File: config.mk
export PLATFORM = sky130hd
export DESIGN_NAME = dm_access_ctrl
export DESIGN_NICKNAME = d
export VERILOG_FILES = /design/src/rtl/dm_pkg.sv /design/src/rtl/dm_rr_arb.sv /design/src/rtl/dm_access_ctrl.sv
export SDC_FILE = /design/constraint.sdc
export NUM_CORES = 1
export LEC_CHECK = 0
export BUFFER_PORTS_ARGS = -buffer_cell sky130_fd_sc_hd__buf_4
export CORE_UTILIZATION = 45
export DETAILED_ROUTE_END_ITERATION = 6
export PLACE_DENSITY_LB_ADDON = 0.12
export SYNTH_ARGS = -nofsm -noshare
export SYNTH_HDL_FRONTEND = slang
export SYNTH_SLANG_ARGS = --single-unit
File: constraint.sdc
create_clock -name clk -period 4.5 [get_ports clk]
set_input_delay 0.45 -clock clk [delete_from_list [all_inputs] [get_ports clk]]
set_output_delay 0.45 -clock clk [all_outputs]
set_load 0.01 [all_outputs]
File: src/rtl/dm_pkg.sv
// Shared types and helpers for the data-memory access sequencer.
// Big-endian byte order: beat 0 carries the most significant byte of the word.
package dm_pkg;

    typedef enum logic [1:0] {
        IDLE = 2'd0,
        XFER = 2'd1,
        LAST = 2'd2,
        DONE = 2'd3
    } state_t;

    typedef enum logic {
        REQ_CPU = 1'b0,
        REQ_DBG = 1'b1
    } req_id_t;

    localparam int BEATS  = 8;
    localparam int BEAT_W = $clog2(BEATS);

    // Byte k of a doubleword in big-endian order (k = 0 is bits 63:56).
    function automatic logic [7:0] beat_byte(input logic [63:0] word, input logic [BEAT_W-1:0] k);
        return word[(BEATS - 1 - int'(k)) * 8 +: 8];
    endfunction

endpackage

File: src/rtl/dm_rr_arb.sv
// Two-way round-robin arbiter between the CPU (bit 0) and debug (bit 1) ports.
// last_grant doubles as the identity of the owner for the transfer in flight.
module dm_rr_arb
    import dm_pkg::*;
(
    input  logic       clk,
    input  logic       rst_n,
    input  logic [1:0] i_req,
    input  logic       i_grant_en,
    output logic [1:0] o_gnt,
    output logic       o_last_grant
);

    logic r_last_grant;

    always_comb begin
        o_gnt = 2'b00;
        if (i_grant_en) begin
            if (i_req == 2'b11)
                o_gnt = (r_last_grant == REQ_DBG) ? 2'b01 : 2'b10;
            else
                o_gnt = i_req;
        end
    end

    always_ff @(posedge clk or negedge rst_n) begin
        if (!rst_n)
            r_last_grant <= REQ_DBG;
        else if (|o_gnt)
            r_last_grant <= o_gnt[1] ? REQ_DBG : REQ_CPU;
    end

    assign o_last_grant = r_last_grant;

endmodule

File: src/rtl/dm_access_ctrl.sv
// Sequences 64-bit CPU/debug accesses into eight byte beats on a byte-wide
// synchronous memory, with round-robin sharing and a fixed 10-cycle latency.
module dm_access_ctrl
    import dm_pkg::*;
#(
    parameter int ADDR_W = 10
)
(
    input  logic              clk,
    input  logic              rst_n,
    input  logic              i_cpu_req,
    input  logic              i_cpu_we,
    input  logic [63:0]       i_cpu_addr,
    input  logic [63:0]       i_cpu_wdata,
    output logic [63:0]       o_cpu_rdata,
    output logic              o_cpu_done,
    output logic              o_cpu_err,
    output logic              o_cpu_stall,
    input  logic              i_dbg_req,
    input  logic              i_dbg_we,
    input  logic [63:0]       i_dbg_addr,
    input  logic [63:0]       i_dbg_wdata,
    output logic [63:0]       o_dbg_rdata,
    output logic              o_dbg_done,
    output logic              o_dbg_err,
    output logic [ADDR_W-1:0] o_mem_addr,
    output logic              o_mem_re,
    output logic              o_mem_we,
    output logic [7:0]        o_mem_wdata,
    input  logic [7:0]        i_mem_rdata
);

    localparam int DW_DEPTH = 2 ** (ADDR_W - 3);
    localparam int DWA_W    = ADDR_W - 3;

    state_t            r_state;
    state_t            w_next_state;
    logic [BEAT_W-1:0] r_beat;
    logic              r_we;
    logic              r_err;
    logic [DWA_W-1:0]  r_addr;
    logic [63:0]       r_wdata;
    logic [63:0]       r_shift;
    logic [63:0]       r_cpu_rdata;
    logic [63:0]       r_dbg_rdata;

    logic [1:0]        w_req;
    logic [1:0]        w_gnt;
    logic              w_grant_en;
    logic              w_granted;
    logic              w_sel_dbg;
    logic              w_sel_we;
    logic [63:0]       w_sel_addr;
    logic [63:0]       w_sel_wdata;
    logic              w_in_range;
    logic              w_owner;
    logic              w_capture;
    logic              w_last_beat;

    assign w_req      = {i_dbg_req, i_cpu_req};
    assign w_grant_en = (r_state == IDLE);

    dm_rr_arb u_arb (
        .clk          (clk),
        .rst_n        (rst_n),
        .i_req        (w_req),
        .i_grant_en   (w_grant_en),
        .o_gnt        (w_gnt),
        .o_last_grant (w_owner)
    );

    assign w_granted   = |w_gnt;
    assign w_sel_dbg   = w_gnt[1];
    assign w_sel_we    = w_sel_dbg ? i_dbg_we    : i_cpu_we;
    assign w_sel_addr  = w_sel_dbg ? i_dbg_addr  : i_cpu_addr;
    assign w_sel_wdata = w_sel_dbg ? i_dbg_wdata : i_cpu_wdata;
    assign w_in_range  = (w_sel_addr < 64'(DW_DEPTH));
    assign w_last_beat = (r_beat == BEAT_W'(BEATS - 1));

    // Read data lags its strobe by one cycle, so beat k-1 is captured during beat k.
    assign w_capture = !r_we && (((r_state == XFER) && (r_beat != '0)) || (r_state == LAST));

    always_ff @(posedge clk or negedge rst_n) begin
        if (!rst_n)
            r_state <= IDLE;
        else
            r_state <= w_next_state;
    end

    always_comb begin
        w_next_state = r_state;
        case (r_state)
            IDLE: begin
                if (w_granted)
                    w_next_state = w_in_range ? XFER : DONE;
            end
            XFER: begin
                if (w_last_beat)
                    w_next_state = LAST;
            end
            LAST:    w_next_state = DONE;
            DONE:    w_next_state = IDLE;
            default: w_next_state = IDLE;
        endcase
    end

    // Strobes decode straight from registered state so an async reset drops them at once.
    always_comb begin
        o_mem_addr  = '0;
        o_mem_re    = 1'b0;
        o_mem_we    = 1'b0;
        o_mem_wdata = '0;
        o_cpu_done  = 1'b0;
        o_dbg_done  = 1'b0;
        o_cpu_err   = 1'b0;
        o_dbg_err   = 1'b0;
        case (r_state)
            XFER: begin
                o_mem_addr = {r_addr, r_beat};
                o_mem_re   = !r_we;
                o_mem_we   = r_we;
                if (r_we)
                    o_mem_wdata = beat_byte(r_wdata, r_beat);
            end
            DONE: begin
                o_cpu_done = (w_owner == REQ_CPU);
                o_dbg_done = (w_owner == REQ_DBG);
                o_cpu_err  = (w_owner == REQ_CPU) && r_err;
                o_dbg_err  = (w_owner == REQ_DBG) && r_err;
            end
            default: ;
        endcase
    end

    always_ff @(posedge clk or negedge rst_n) begin
        if (!rst_n) begin
            r_beat  <= '0;
            r_we    <= 1'b0;
            r_err   <= 1'b0;
            r_addr  <= '0;
            r_wdata <= '0;
        end else begin
            case (r_state)
                IDLE: begin
                    r_beat <= '0;
                    if (w_granted) begin
                        r_we    <= w_sel_we;
                        r_addr  <= w_sel_addr[DWA_W-1:0];
                        r_wdata <= w_sel_wdata;
                        r_err   <= !w_in_range;
                    end
                end
                XFER:    r_beat <= r_beat + 1'b1;
                default: ;
            endcase
        end
    end

    // Each port's rdata only changes on its own load completion or out-of-range access.
    always_ff @(posedge clk or negedge rst_n) begin
        if (!rst_n) begin
            r_shift     <= '0;
            r_cpu_rdata <= '0;
            r_dbg_rdata <= '0;
        end else begin
            if (w_capture)
                r_shift <= {r_shift[55:0], i_mem_rdata};
            if ((r_state == LAST) && !r_we) begin
                if (w_owner == REQ_DBG)
                    r_dbg_rdata <= {r_shift[55:0], i_mem_rdata};
                else
                    r_cpu_rdata <= {r_shift[55:0], i_mem_rdata};
            end
            if (w_granted && !w_in_range) begin
                if (w_sel_dbg)
                    r_dbg_rdata <= '0;
                else
                    r_cpu_rdata <= '0;
            end
        end
    end

    assign o_cpu_rdata = r_cpu_rdata;
    assign o_dbg_rdata = r_dbg_rdata;
    assign o_cpu_stall = i_cpu_req & ~o_cpu_done;

endmodule
# [Word level (Yosys, flattened, before mapping)]
# Cells that the tools add are included.
[classes] add_sub_neg=2 n_lt_le_gt_ge=1 n_eq_ne=7 shifts=1 n_mux=29 n_bitwise=3 n_reduce_logical=15
[op_table] cell="two-way mux 64 bit" n=10
[op_table] cell="less-than comparator 64 x 8 -> 1 bit (second input constant)" n=1
[op_table] cell="variable part select 64 x 7 -> 8 bit" n=1
[op_table] cell="two-way mux 8 bit" n=2
[op_table] cell="two-way mux 2 bit" n=6
[op_table] cell="two-way mux 10 bit" n=1
[op_table] cell="two-way mux 1 bit" n=8
[op_table] cell="case mux 2 bit (4 select lines)" n=1
[op_table] cell="== test 2 bit (second input constant)" n=3
[op_table] cell="logical AND 1 bit" n=6
[op_table] cell="case mux 3 bit (2 select lines)" n=1
[op_table] cell="!= test 2 bit (second input constant)" n=2
[op_table] cell="AND reduction 2 bit" n=2
[op_table] cell="subtractor 3 x 3 -> 4 bit (first input constant)" n=1
[op_table] cell="adder 3 x 1 -> 3 bit (second input constant)" n=1
[op_table] cell="== test 3 bit (second input constant)" n=1
[op_table] cell="nonzero test 3 bit" n=1
[op_table] cell="== test 2 x 1 -> 1 bit (second input constant)" n=1
[op_table] cell="logical NOT 1 bit" n=2
[op_table] cell="logical NOT 2 bit" n=1
[op_table] cell="inverter 1 bit" n=2
[op_table] cell="nonzero test 2 bit" n=1
[op_table] cell="OR reduction 2 bit" n=1
[op_table] cell="AND 1 bit" n=1
[op_table] cell="logical OR 1 bit" n=1
[totals] register_bits=263 inputBits=270 wordCells=68

# [Logic depth before layout (Yosys ltp)]
# Gate-level depths: netlist of run 1.
[logic_depth] word_depth=8 ltp_mapped=10 mapped_depth_nobuf=7

# [Modules after synthesis]
# Synthesis of run 1 repeated with hierarchy kept, for this count alone.
[hier_totals] hier_cells=990 hier_area_um2=12122.9
[modules_own_cells] mod="dm_access_ctrl" instances=1 cells_per_inst=982 area_each_um2=12060.3 seq_area_each_um2=6556.3
[modules_own_cells] mod="dm_rr_arb" instances=1 cells_per_inst=8 area_each_um2=62.6 seq_area_each_um2=26.3

# [Least setup slack after synthesis of run 1]
# OpenSTA, ideal clock, no wires.
[synth_timing] kind="register to register" start="register r_beat[1]" end="register r_shift[15]" setup_ps=125 t_arrival_ps=2494 t_required_ps=4375 setup_slack_ps=1882 stages_incl_launch_ff=11 cell_sequence="dfrtp_1 clkbuf_1 clkbuf_1 inv_1 ha_1 nand2b_1 a21oi_1 nor2_1 clkbuf_1 clkbuf_1 mux2_2"
[synth_between] elab_chain_cells=4
[synth_rtl] element="from (decl)" line_no="dm_access_ctrl.sv:38" text="logic [BEAT_W-1:0] r_beat;"
[synth_rtl] element="from (signal assigned)" line_no="dm_access_ctrl.sv:153" text="XFER: r_beat <= r_beat + 1'b1;"
[synth_rtl] element="nonzero test 3 bit" line_no="dm_access_ctrl.sv:81" text="assign w_capture = !r_we && (((r_state == XFER) && (r_beat != '0)) || (r_state == LAST));"
[synth_rtl] element="logical AND 1 bit" line_no="dm_access_ctrl.sv:81"
[synth_rtl] element="logical OR 1 bit" line_no="dm_access_ctrl.sv:81"
[synth_rtl] element="logical AND 1 bit" line_no="dm_access_ctrl.sv:81"
[synth_rtl] element="to (signal assigned)" line_no="dm_access_ctrl.sv:167" text="r_shift <= {r_shift[55:0], i_mem_rdata};"
[synth_rtl] element="to (decl)" line_no="dm_access_ctrl.sv:43" text="logic [63:0] r_shift;"
# No other way between the ends.
# A chain may end at the register's enable or synchronous reset.

# [Final worst setup path of run 1]
[layout_timing] start="register r_state[1]" end="output port o_mem_wdata[2]"
[layout_between] elab_chain_cells=2
[layout_rtl] element="from (decl)" line_no="dm_access_ctrl.sv:36" text="state_t r_state;"
[layout_rtl] element="from (signal assigned)" line_no="dm_access_ctrl.sv:87" text="r_state <= w_next_state;"
[layout_rtl] element="== test 2 x 1 -> 1 bit" line_no="dm_access_ctrl.sv:117" text="case (r_state)"
[layout_rtl] element="two-way mux 8 bit" line_no="dm_access_ctrl.sv:117"
[layout_rtl] element="to (decl)" line_no="dm_access_ctrl.sv:29" text="output logic [7:0] o_mem_wdata,"
# No other way between the ends.

==> impl_metrics.tcl, run 1 <==
set metrics [dict create \
    reg2reg_depth 8 \
    root_buffer "clkbuf_16" \
    max_freq_mhz 340 \
    ys_seq_elements 263 \
    critPathRequiredTime_ns 4.05 \
    antenna_left 0 \
    maxCapViolations 0 \
    io_pins 423 \
    grt_pass1_wl_um 55800 \
    grt_overflow 0 \
    cts_made_buffers 28 \
    cts.path.max_buffers 3 \
    syn_to_final_growth_pct 35.4 \
    fin_skew_ns 0.00984 \
    finalMaxSlewViolations 0 \
    ys_seq_area_share_pct 53.1 \
    slew_headroom_pct 37.6 \
    dp.final_hpwl_um 26500 \
    synth_mux_area_share_pct 24.8 \
    path_clk_slew_ns 0.06 \
    htree_levels 1 \
    total_leakage_power_nw 8.48 \
    seqPwrFrac_pct 37.4 \
    powerDensity_nw_per_um2 691 \
    firstDrtPassIters 4 \
    setup_viol 0 \
    yosys_warnings 0 \
    grt_pass1_vias 9271 \
    status "finished, final reports clean" \
    vdd_ir_drop_max_mv 0.463 \
    clock-sinks 263 \
    endpoint_kind "output pin" \
    syn_inst 1003 \
    die-area_um2 28200 \
    yosys.cell_types.count 34 \
    rows 60 \
    drc 0 \
    num_vias 9273 \
    synth-simple-area-share_pct 6.03 \
    rr_startpoint "r_state[0]" \
    crit_end "o_mem_wdata[2]" \
    gp_congestion 0.936 \
    drt-total-wl_um 36300 \
    worstPathCellList "inv_1 -> ha_1 -> nand2_1 -> nor2_1 -> buf_4" \
    nNetsFinal 1671 \
    wl_per_cell_um 20.7 \
    synth_top_family_by_area "multiplexers" \
    rr_endpoint "o_cpu_rdata[42]" \
    async_flop_share_pct 100 \
    drive_above_1_share_pct 47.0 \
    hold_class "in -> reg" \
    synth_edf_count 0 \
    synthXorXnorAreaFrac_pct 0 \
    cts_tree "done" \
    routed_via_density 5.28 \
    fp.dieW_um 168 \
    yosys.area_share.adder_pct 0.808 \
    hold_viol 0 \
    rrSetupSlack_ns 1.75 \
    fp.dieH_um 168 \
    cp_slowest_cell "ha_1" \
    slowest_delay_ns 0.58 \
    synth_compound_area_share_pct 11.8 \
    min_period_ns 2.94 \
    clkPwrFrac_pct 20.0 \
    ys.flop_type "dfrtp_1" \
    coreArea_um2 27000 \
    worst-slew-pin-transition_ns 0.936 \
    setup.worst_path.class "reg -> out" \
    start_util_pct 46.0 \
    cts_resized 0 \
    finalSetupTns_ns 0 \
    drtIter0Drc 664 \
    synthesis.nets 1281 \
    startpoint "r_state[1]" \
    fin_crit_sh_pct 65.4 \
    clk_latency_ns 0.54 \
    cp-start-kind "flop" \
    intPower_mw 7.31 \
    port_buffers 422 \
    p_comb_share_pct 42.6 \
    cp_max_fo 20 \
    grt_max_degree 138 \
    crit_arrival_ns 2.49 \
    antenna_found_initial 4 \
    fin_hold_ws_ns 0.179 \
    syn_area_um2 12400 \
    grtUsageTotal_pct 25.9 \
    rsz0062_at_grt "no" \
    p_sw_mw 4.29 \
    p_sw_share_pct 37.0 \
    syn_area_per_cell_um2 12.4 \
]
[sequential cells by signal, summed over array words and instances, names as in the netlist]
| name | flops |
|---|---|
| o_cpu_rdata | 64 |
| r_err | 1 |
| r_beat | 3 |
| r_state | 2 |
| r_wdata | 64 |
| r_addr | 7 |
| o_dbg_rdata | 64 |
| r_we | 1 |
| u_arb.o_last_grant | 1 |
| r_shift | 56 |
[logic make-up after synthesis]
family                     count (synthesis)
muxes                                    280
DFF                                      263
AOI/OAI and AO/OA                        214
and+or+nand+nor                          154
buffers and inverters                     84
adders and majority gates                  8
[critical path, delay by kind of cell (launching register included)]
family / cells / cell delay (ns)
and+or+nand+nor: 2 / 0.68
adders and majority gates: 1 / 0.58
DFF: 1 / 0.39
buffers and inverters: 2 / 0.31
[how the worst min path moves through the flow]
stage,start,cells after the start,endpoint
6_report,i_mem_rdata[2],2,r_shift[2]
5_1_grt,i_mem_rdata[1],2,r_shift[1]
4_1_cts,i_mem_rdata[2],2,r_shift[2]
3_5_place_dp,r_wdata[11],2,r_wdata[11]
3_3_place_gp,r_wdata[5],2,r_wdata[5]
2_1_floorplan,rst_n,0,o_cpu_rdata[0]
[final cells by class]
| class | instances | area (um2) |
|---|---|---|
| antenna | 2 | 5.00 |
| clock buffer | 41 | 841 |
| clock inverter | 9 | 97.6 |
| fill | 2247 | 10200 |
| inverter | 5 | 18.8 |
| multi-input combinational | 656 | 5430 |
| sequential | 263 | 6580 |
| tap | 341 | 427 |
| timing repair buffer | 439 | 3380 |
[cells in the mapped netlist (3+ instances only)]
| cell | n | share of area [%] |
|---|---|---|
| mux2i_1 | 208 | 17 |
| dfrtp_1 | 262 | 53 |
| nor2_1 | 14 | 0.42 |
| and2_1 | 13 | 0.66 |
| nor2b_1 | 4 | 0.20 |
| nor4_1 | 26 | 1.3 |
| clkbuf_1 | 46 | 1.4 |
| mux2_2 | 56 | 5.1 |
| buf_2 | 19 | 0.77 |
| inv_1 | 5 | 0.15 |
| nor3_1 | 3 | 0.12 |
| a21oi_2 | 100 | 7.1 |
| nand4_1 | 6 | 0.30 |
| nand2_1 | 79 | 2.4 |
| o21ai_0 | 77 | 3.1 |
| a21oi_1 | 31 | 1.3 |
| mux4_2 | 16 | 2.9 |
| ha_1 | 8 | 0.81 |
| buf_6 | 11 | 1.0 |
[metrics by stage]
step                      worst slack [ns]  util [%]  instance area, um2  total power, mW  std cells
after floorplan                       1.88         -               12400             7.37       1003
after global placement                1.84      58.7               15800             9.25       1703
after detailed placement              1.77      58.7               15800             9.37       1703
after CTS                             1.51      62.3               16800             11.7       1754
after global routing                  1.34      62.3               16800             12.3       1754
final                                 1.56      62.3               16800             11.6       1756
[what timing repair did]
action / in CTS / in global routing
endpoints found under the hold margin: 47 / 0
setup buffers: 0 / 0
hold buffers: 1 / 0
[cell usage in the layout (no fill, tap or decap), drive strengths merged, types with 2 or more instances in the layout]
cell type / n
nand3b: 2
nor2: 14
o21ai: 77
diode: 2
ha: 8
a21oi: 131
nor4: 27
nand2: 79
clkbuf: 41
nand2b: 2
mux2i: 208
nor2b: 4
nand4: 6
nor3: 3
inv: 5
a21o: 2
mux2: 56
clkinv: 6
mux4: 16
buf: 438
bufinv: 2
dfrtp: 262
and2: 13
[routing by layer]
layer	global-route usage [%]	routed length (um)
met4	4.19	471
met5	0	45
met1	37.1	16600
met2	41.1	16900
met3	5.62	2300
[power by group through the flow]
stage                     logic [mW]  clock network [mW]  registers (mW)
after global placement          4.89                   0            4.35
after floorplan                 3.12                   0            4.25
final                           4.94                2.31            4.34
after CTS                       5.01                2.36            4.35
after global routing            5.39                2.45            4.48
after detailed placement        4.98                   0            4.39
Note: power is estimated with default switching activity, not from simulation.
==> run 2, diff against run 1 <==
ABC_AREA = 1   (was not set)
clock period = 2.7 ns   (was 4.5 ns; I/O delays follow)
==> impl_metrics.tcl, run 2 <==
set metrics [dict create \
    num_vias 13871 \
    ys_seq_elements 263 \
    synthesis.nets 2122 \
    synth.area.top_cells "dfrtp_1 (48%), nand2_1 (14%), o21ai_0 (7.0%), inv_1 (6.8%), nor2_1 (6.0%)" \
    yosys.cell_types.count 26 \
    fp.dieW_um 176 \
    cts_tree "done" \
    cts_made_buffers 29 \
    drive_above_1_share_pct 21.8 \
    drc 0 \
    endpoint_kind "output pin" \
    root_buffer "clkbuf_16" \
    nNetsFinal 2611 \
    hold_class "in -> reg" \
    crit_arrival_ns 2.30 \
    antenna_cells 0 \
    pre_cts_slack_ns 0.181 \
    fill_cells 2456 \
    syn_area_per_cell_um2 7.41 \
    synth_top_area_cell "dfrtp_1" \
    grt_pass1_wl_um 71600 \
    start_util_pct 46.0 \
    fin_skew_ns 0.0152 \
    syn_area_um2 13700 \
    yosys_warnings 0 \
    finalMaxSlewViolations 0 \
    max_freq_mhz 390 \
    path_clk_slew_ns 0.06 \
    die-area_um2 31100 \
    clkPwrFrac_pct 20.1 \
    grt_overflow 0 \
    total_leakage_power_nw 10.4 \
    powerDensity_nw_per_um2 977 \
    finalSetupTns_ns 0 \
    dpl.cell_count 2565 \
    multi_input_area_um2 5590 \
    power_mw 19.0 \
    rsz0062_at_grt "no" \
    worst-slew-pin-transition_ns 1.08 \
    clock-sinks 263 \
    yosysMostFrequentCell "nand2_1" \
    grtUsageTotal_pct 29.0 \
    async_flop_share_pct 100 \
    rows 63 \
    yosysTopAreaCellShare_pct 48.0 \
    layout_setup_ws_ns 0.134 \
    setup_viol 0 \
    seqCellArea_um2 6580 \
    antenna_left 0 \
    final_cells 2742 \
    io_pins 423 \
    final_common_cell "nand2_1" \
    seqPwrFrac_pct 34.5 \
    firstDrtPassIters 6 \
    ys_seq_area_share_pct 48.2 \
    fin_crit_sh_pct 95.1 \
    hold_viol 0 \
    grt_max_degree 138 \
    routed_via_density 5.06 \
    gp_congestion 0.851 \
    syn_inst 1844 \
    wl_per_cell_um 16.4 \
    clk_latency_ns 0.56 \
    p_sw_mw 7.65 \
    coreArea_um2 29700 \
    setup.worst_path.class "reg -> out" \
    slew_headroom_pct 28.1 \
    synth_edf_count 0 \
    min_period_ns 2.57 \
    cts.path.max_buffers 3 \
    cp-start-kind "flop" \
    port_buffers 422 \
    syn_to_final_growth_pct 42.0 \
    antenna_found_initial 0 \
    yosys-top-cells-count "nand2_1 (526), dfrtp_1 (262), inv_1 (249), nor2_1 (219), o21ai_0 (191)" \
    status "finished, final reports clean" \
    dp.final_hpwl_um 30300 \
    ys.flop_type "dfrtp_1" \
    intPower_mw 11.3 \
    p_comb_share_pct 45.3 \
    p_sw_share_pct 40.3 \
    htree_levels 1 \
    fp.dieH_um 176 \
    cp_max_fo 14 \
    drtIter0Drc 942 \
    most-common-layout-cells "nand2_1 (523), buf_4 (438), dfrtp_1 (262)" \
    maxCapViolations 0 \
    grt_pass1_vias 13605 \
    drt-total-wl_um 45000 \
    critPathRequiredTime_ns 2.43 \
    vdd_ir_drop_max_mv 0.558 \
]
[run 2: cell count changes after synthesis, sizes merged, moves of 58 or more]
cell,delta
nand2,+449
a21oi,-98
nand4,+58
o21ai,+116
inv,+245
nor2,+205
o21a,+64
mux2i,-208
[run 2: power by group through the flow]
stage	combinational [mW]	clock, mW	sequential [mW]
after CTS	8.53	3.88	6.55
after detailed placement	8.33	0	6.60
final	8.60	3.82	6.55
after global routing	9.62	4.04	6.73
after floorplan	4.85	0	6.66
after global placement	8.15	0	6.57
[run 2: cells by family (layout without fill, tap and decap cells)]
group / Yosys count / count (layout) / synth area share (%)
AND/OR/NAND/NOR: 825 / 825 / 24.1
buffers and inverters: 377 / 884 / 11.5
adder cells (fa/ha/maj): 8 / 8 / 0.733
flip-flops: 263 / 263 / 48.2
AO/OA/AOI/OAI: 371 / 372 / 15.5
[run 2: metal layers]
layer / up-vias / wire (um) / track usage, %
met1: 6430 / 19500 / 38.8
met5: - / 0 / 0
met3: 94 / 2740 / 4.65
met4: 0 / 1690 / 10.6
li1: 6799 / - / -
met2: 548 / 21100 / 47.5
[run 2: worst paths after layout]
path	to	cells past startpoint	slack, ns	startpoint
setup / recovery	o_mem_wdata[5]	8	0.13	r_state[1]
hold / removal	r_wdata[22]	3	0.02	i_cpu_wdata[22]
setup reg to reg	r_we	6	0.25	r_state[1]
hold reg to reg	r_shift[53]	2	0.48	r_shift[45]
max in group asynchronous	o_dbg_rdata[23]	3	1.57	rst_n
min in group asynchronous	o_dbg_rdata[52]	2	0.28	rst_n
[run 2: cell type report]
class	instances	share of cell area (%)
clock buffer	43	4.27
clock inverter	7	0.387
inverter	252	4.87
multi-input combinational	1205	28.8
sequential	263	33.9
tap	390	2.51
timing repair buffer	582	25.2
[run 2: per-stage QoR]
stage / util, % / hold WS [ns] / area (um2)
2_1_floorplan: - / -0.0256 / 13700
3_3_place_gp: 57.9 / 0.304 / 17200
3_5_place_dp: 57.9 / 0.300 / 17200
4_1_cts: 65.2 / 0.00108 / 19400
5_1_grt: 65.3 / 0.0122 / 19400
6_report: 65.3 / 0.0188 / 19400
[run 2: critical path, cell delays in order (launching register included)]
cell,delay (ns)
dfrtp_1,0.41
inv_1,0.12
ha_1,0.20
buf_6,0.20
nand2_1,0.07
clkinv_1,0.18
nand2_1,0.12
a31oi_1,0.26
buf_4,0.18
[run 2: repair_timing]
item,in CTS,in global routing
buffers inserted,0,0
hold endpoints to repair,148,0
resized for setup,0,4
setup endpoints to repair,0,43
hold buffers,126,0
==> run 3, diff against run 2 <==
CELL_PAD_IN_SITES_DETAIL_PLACEMENT = 1   (was not set)
CELL_PAD_IN_SITES_GLOBAL_PLACEMENT = 1   (was not set)
CORE_UTILIZATION = 33   (was 45)
clock period = 2.1 ns   (was 2.7 ns; I/O delays follow)
==> impl_metrics.tcl, run 3 (synthesis results as in run 2) <==
set metrics [dict create \
    drtIter0Drc 652 \
    nNetsFinal 2685 \
    violations "negative setup slack" \
    cp-start-kind "flop" \
    powerDensity_nw_per_um2 1300 \
    fp.dieH_um 205 \
    routed_via_density 4.96 \
    cp_max_fo 8 \
    antenna_left 0 \
    max_freq_mhz 455 \
    fin_area_um2 20800 \
    worst-slew-pin-transition_ns 0.461 \
    critPathRequiredTime_ns 1.89 \
    cts_tree "done" \
    root_buffer "clkbuf_16" \
    port_buffers 422 \
    clk_latency_ns 0.58 \
    intPower_mw 15.9 \
    p_sw_mw 11.1 \
    cts_made_buffers 31 \
    fill_cells 4918 \
    rows 74 \
    wl_per_cell_um 19.6 \
    rsz0062_at_grt "yes" \
    p_sw_share_pct 41.2 \
    start_util_pct 33.5 \
    p_comb_share_pct 48.1 \
    drc 0 \
    final_common_cell "nand2_1" \
    slew_headroom_pct 69.3 \
    grt_overflow 0 \
    fin_crit_sh_pct 105 \
    finalMaxSlewViolations 0 \
    hold_viol 0 \
    antenna_found_initial 3 \
    clock-sinks 263 \
    seqPwrFrac_pct 31.8 \
    fin_skew_ns 0.0172 \
    hold_class "in -> async" \
    grt_pass1_wl_um 88000 \
    gp_congestion 0.923 \
    most-common-layout-cells "nand2_1 (520), buf_4 (450), dfrtp_1 (260)" \
    setup.worst_path.class "reg -> out" \
    firstDrtPassIters 5 \
    grt_max_degree 89 \
    maxCapViolations 0 \
    io_pins 423 \
    path_clk_slew_ns 0.06 \
    cts.path.max_buffers 3 \
    layout_setup_ws_ns -0.0990 \
    fp.dieW_um 205 \
    endpoint_kind "output pin" \
    crit_arrival_ns 1.99 \
    setup_viol 7 \
    total_leakage_power_nw 11.0 \
    die-area_um2 42200 \
    grt_pass1_vias 15745 \
    vdd_ir_drop_max_mv 0.565 \
    dp.final_hpwl_um 37300 \
    status "finished with violations" \
    power_mw 27.1 \
    syn_to_final_growth_pct 52.4 \
    clkPwrFrac_pct 20.1 \
    drt-total-wl_um 58000 \
    grtUsageTotal_pct 26.7 \
    placed_area_um2 17700 \
    coreArea_um2 40800 \
    htree_levels 1 \
    min_period_ns 2.20 \
    num_vias 14695 \
    drive_above_1_share_pct 24.2 \
]
-- run 3: cell count changes in the layout (fill, tap and decap cells not counted), sizes merged --
| cell | before | now |
|---|---|---|
| clkbuf | 43 | 55 |
| nand3 | 11 | 12 |
| inv | 251 | 253 |
| clkinv | 7 | 3 |
| clkinvlp | 0 | 2 |
| dlygate4sd3 | 126 | 153 |
| buf | 456 | 493 |
| o21ai | 194 | 193 |
| diode | 0 | 1 |
| bufinv | 1 | 2 |
-- run 3: through the flow --
step	utilization [%]	cells	setup TNS (ns)	setup slack [ns]	hold WS (ns)
after global placement	43.4	2726	0	0.116	0.172
after global routing	51.0	2962	-1.63	-0.149	0.181
after CTS	49.9	2937	-0.564	-0.103	0.154
after floorplan	-	1844	0	0.199	-0.0856
final	51.0	2962	-0.385	-0.0990	0.157
after detailed placement	43.4	2726	-0.0562	-0.0204	0.172
-- run 3: timing repair --
item / in CTS / in global routing
hold endpoints to repair: 247 / 0
setup buffers: 3 / 14
setup endpoints to repair: 13 / 193
gates cloned: 1 / 10
resized for setup: 31 / 33
hold buffers: 153 / 0
pin swaps: 6 / 9
-- run 3: power by group through the flow --
stage	Combinational, mW	Sequential [mW]	Clock, mW
after global placement	11.3	8.54	0
final	13.0	8.62	5.43
after detailed placement	11.6	8.62	0
after global routing	14.4	8.82	5.73
after floorplan	6.24	8.56	0
after CTS	12.1	8.57	5.53
-- run 3: final cells by class --
type	instances	area, um2	area share (%)
Sequential cell	263	6590	31.6
Timing Repair Buffer	653	5900	28.3
Multi-Input combinational cell	1205	5710	27.4
Inverter	252	956	4.59
Clock buffer	48	900	4.32
Tap cell	532	666	3.20
Clock inverter	7	103	0.493
Timing Repair inverter	1	7.51	0.0360
Antenna cell	1	2.50	0.0120
-- run 3: final timing paths --
kind | from | endpoint | slack, ns | cells past startpoint
max | r_beat[0] | o_mem_wdata[0] | -0.1 | 8
min | rst_n | o_dbg_rdata[52] | 0.16 | 2
max reg2reg | r_state[0] | o_cpu_rdata[32] | 0.05 | 13
min reg2reg | r_shift[37] | r_shift[45] | 0.48 | 2
max in group asynchronous | rst_n | u_arb.o_last_grant | 1.22 | 3
min in group clk | i_dbg_req | r_addr[1] | 0.26 | 5
-- run 3: worst max-delay path: stages, from the launching register on --
cell and delay (ns):
dfrtp_2 0.43, inv_4 0.08, buf_8 0.15, a21oi_1 0.11, o21ai_0 0.09, nand3_1 0.13, nand2_2 0.08, a31oi_1 0.18
buf_4 0.16
-- run 3: per-layer routing --
| layer | track usage (%) | wire [um] |
|---|---|---|
| met1 | 33.7 | 24500 |
| met2 | 46.4 | 28900 |
| met3 | 4.23 | 2610 |
| met4 | 8.60 | 1980 |
| met5 | 0 | 30 |
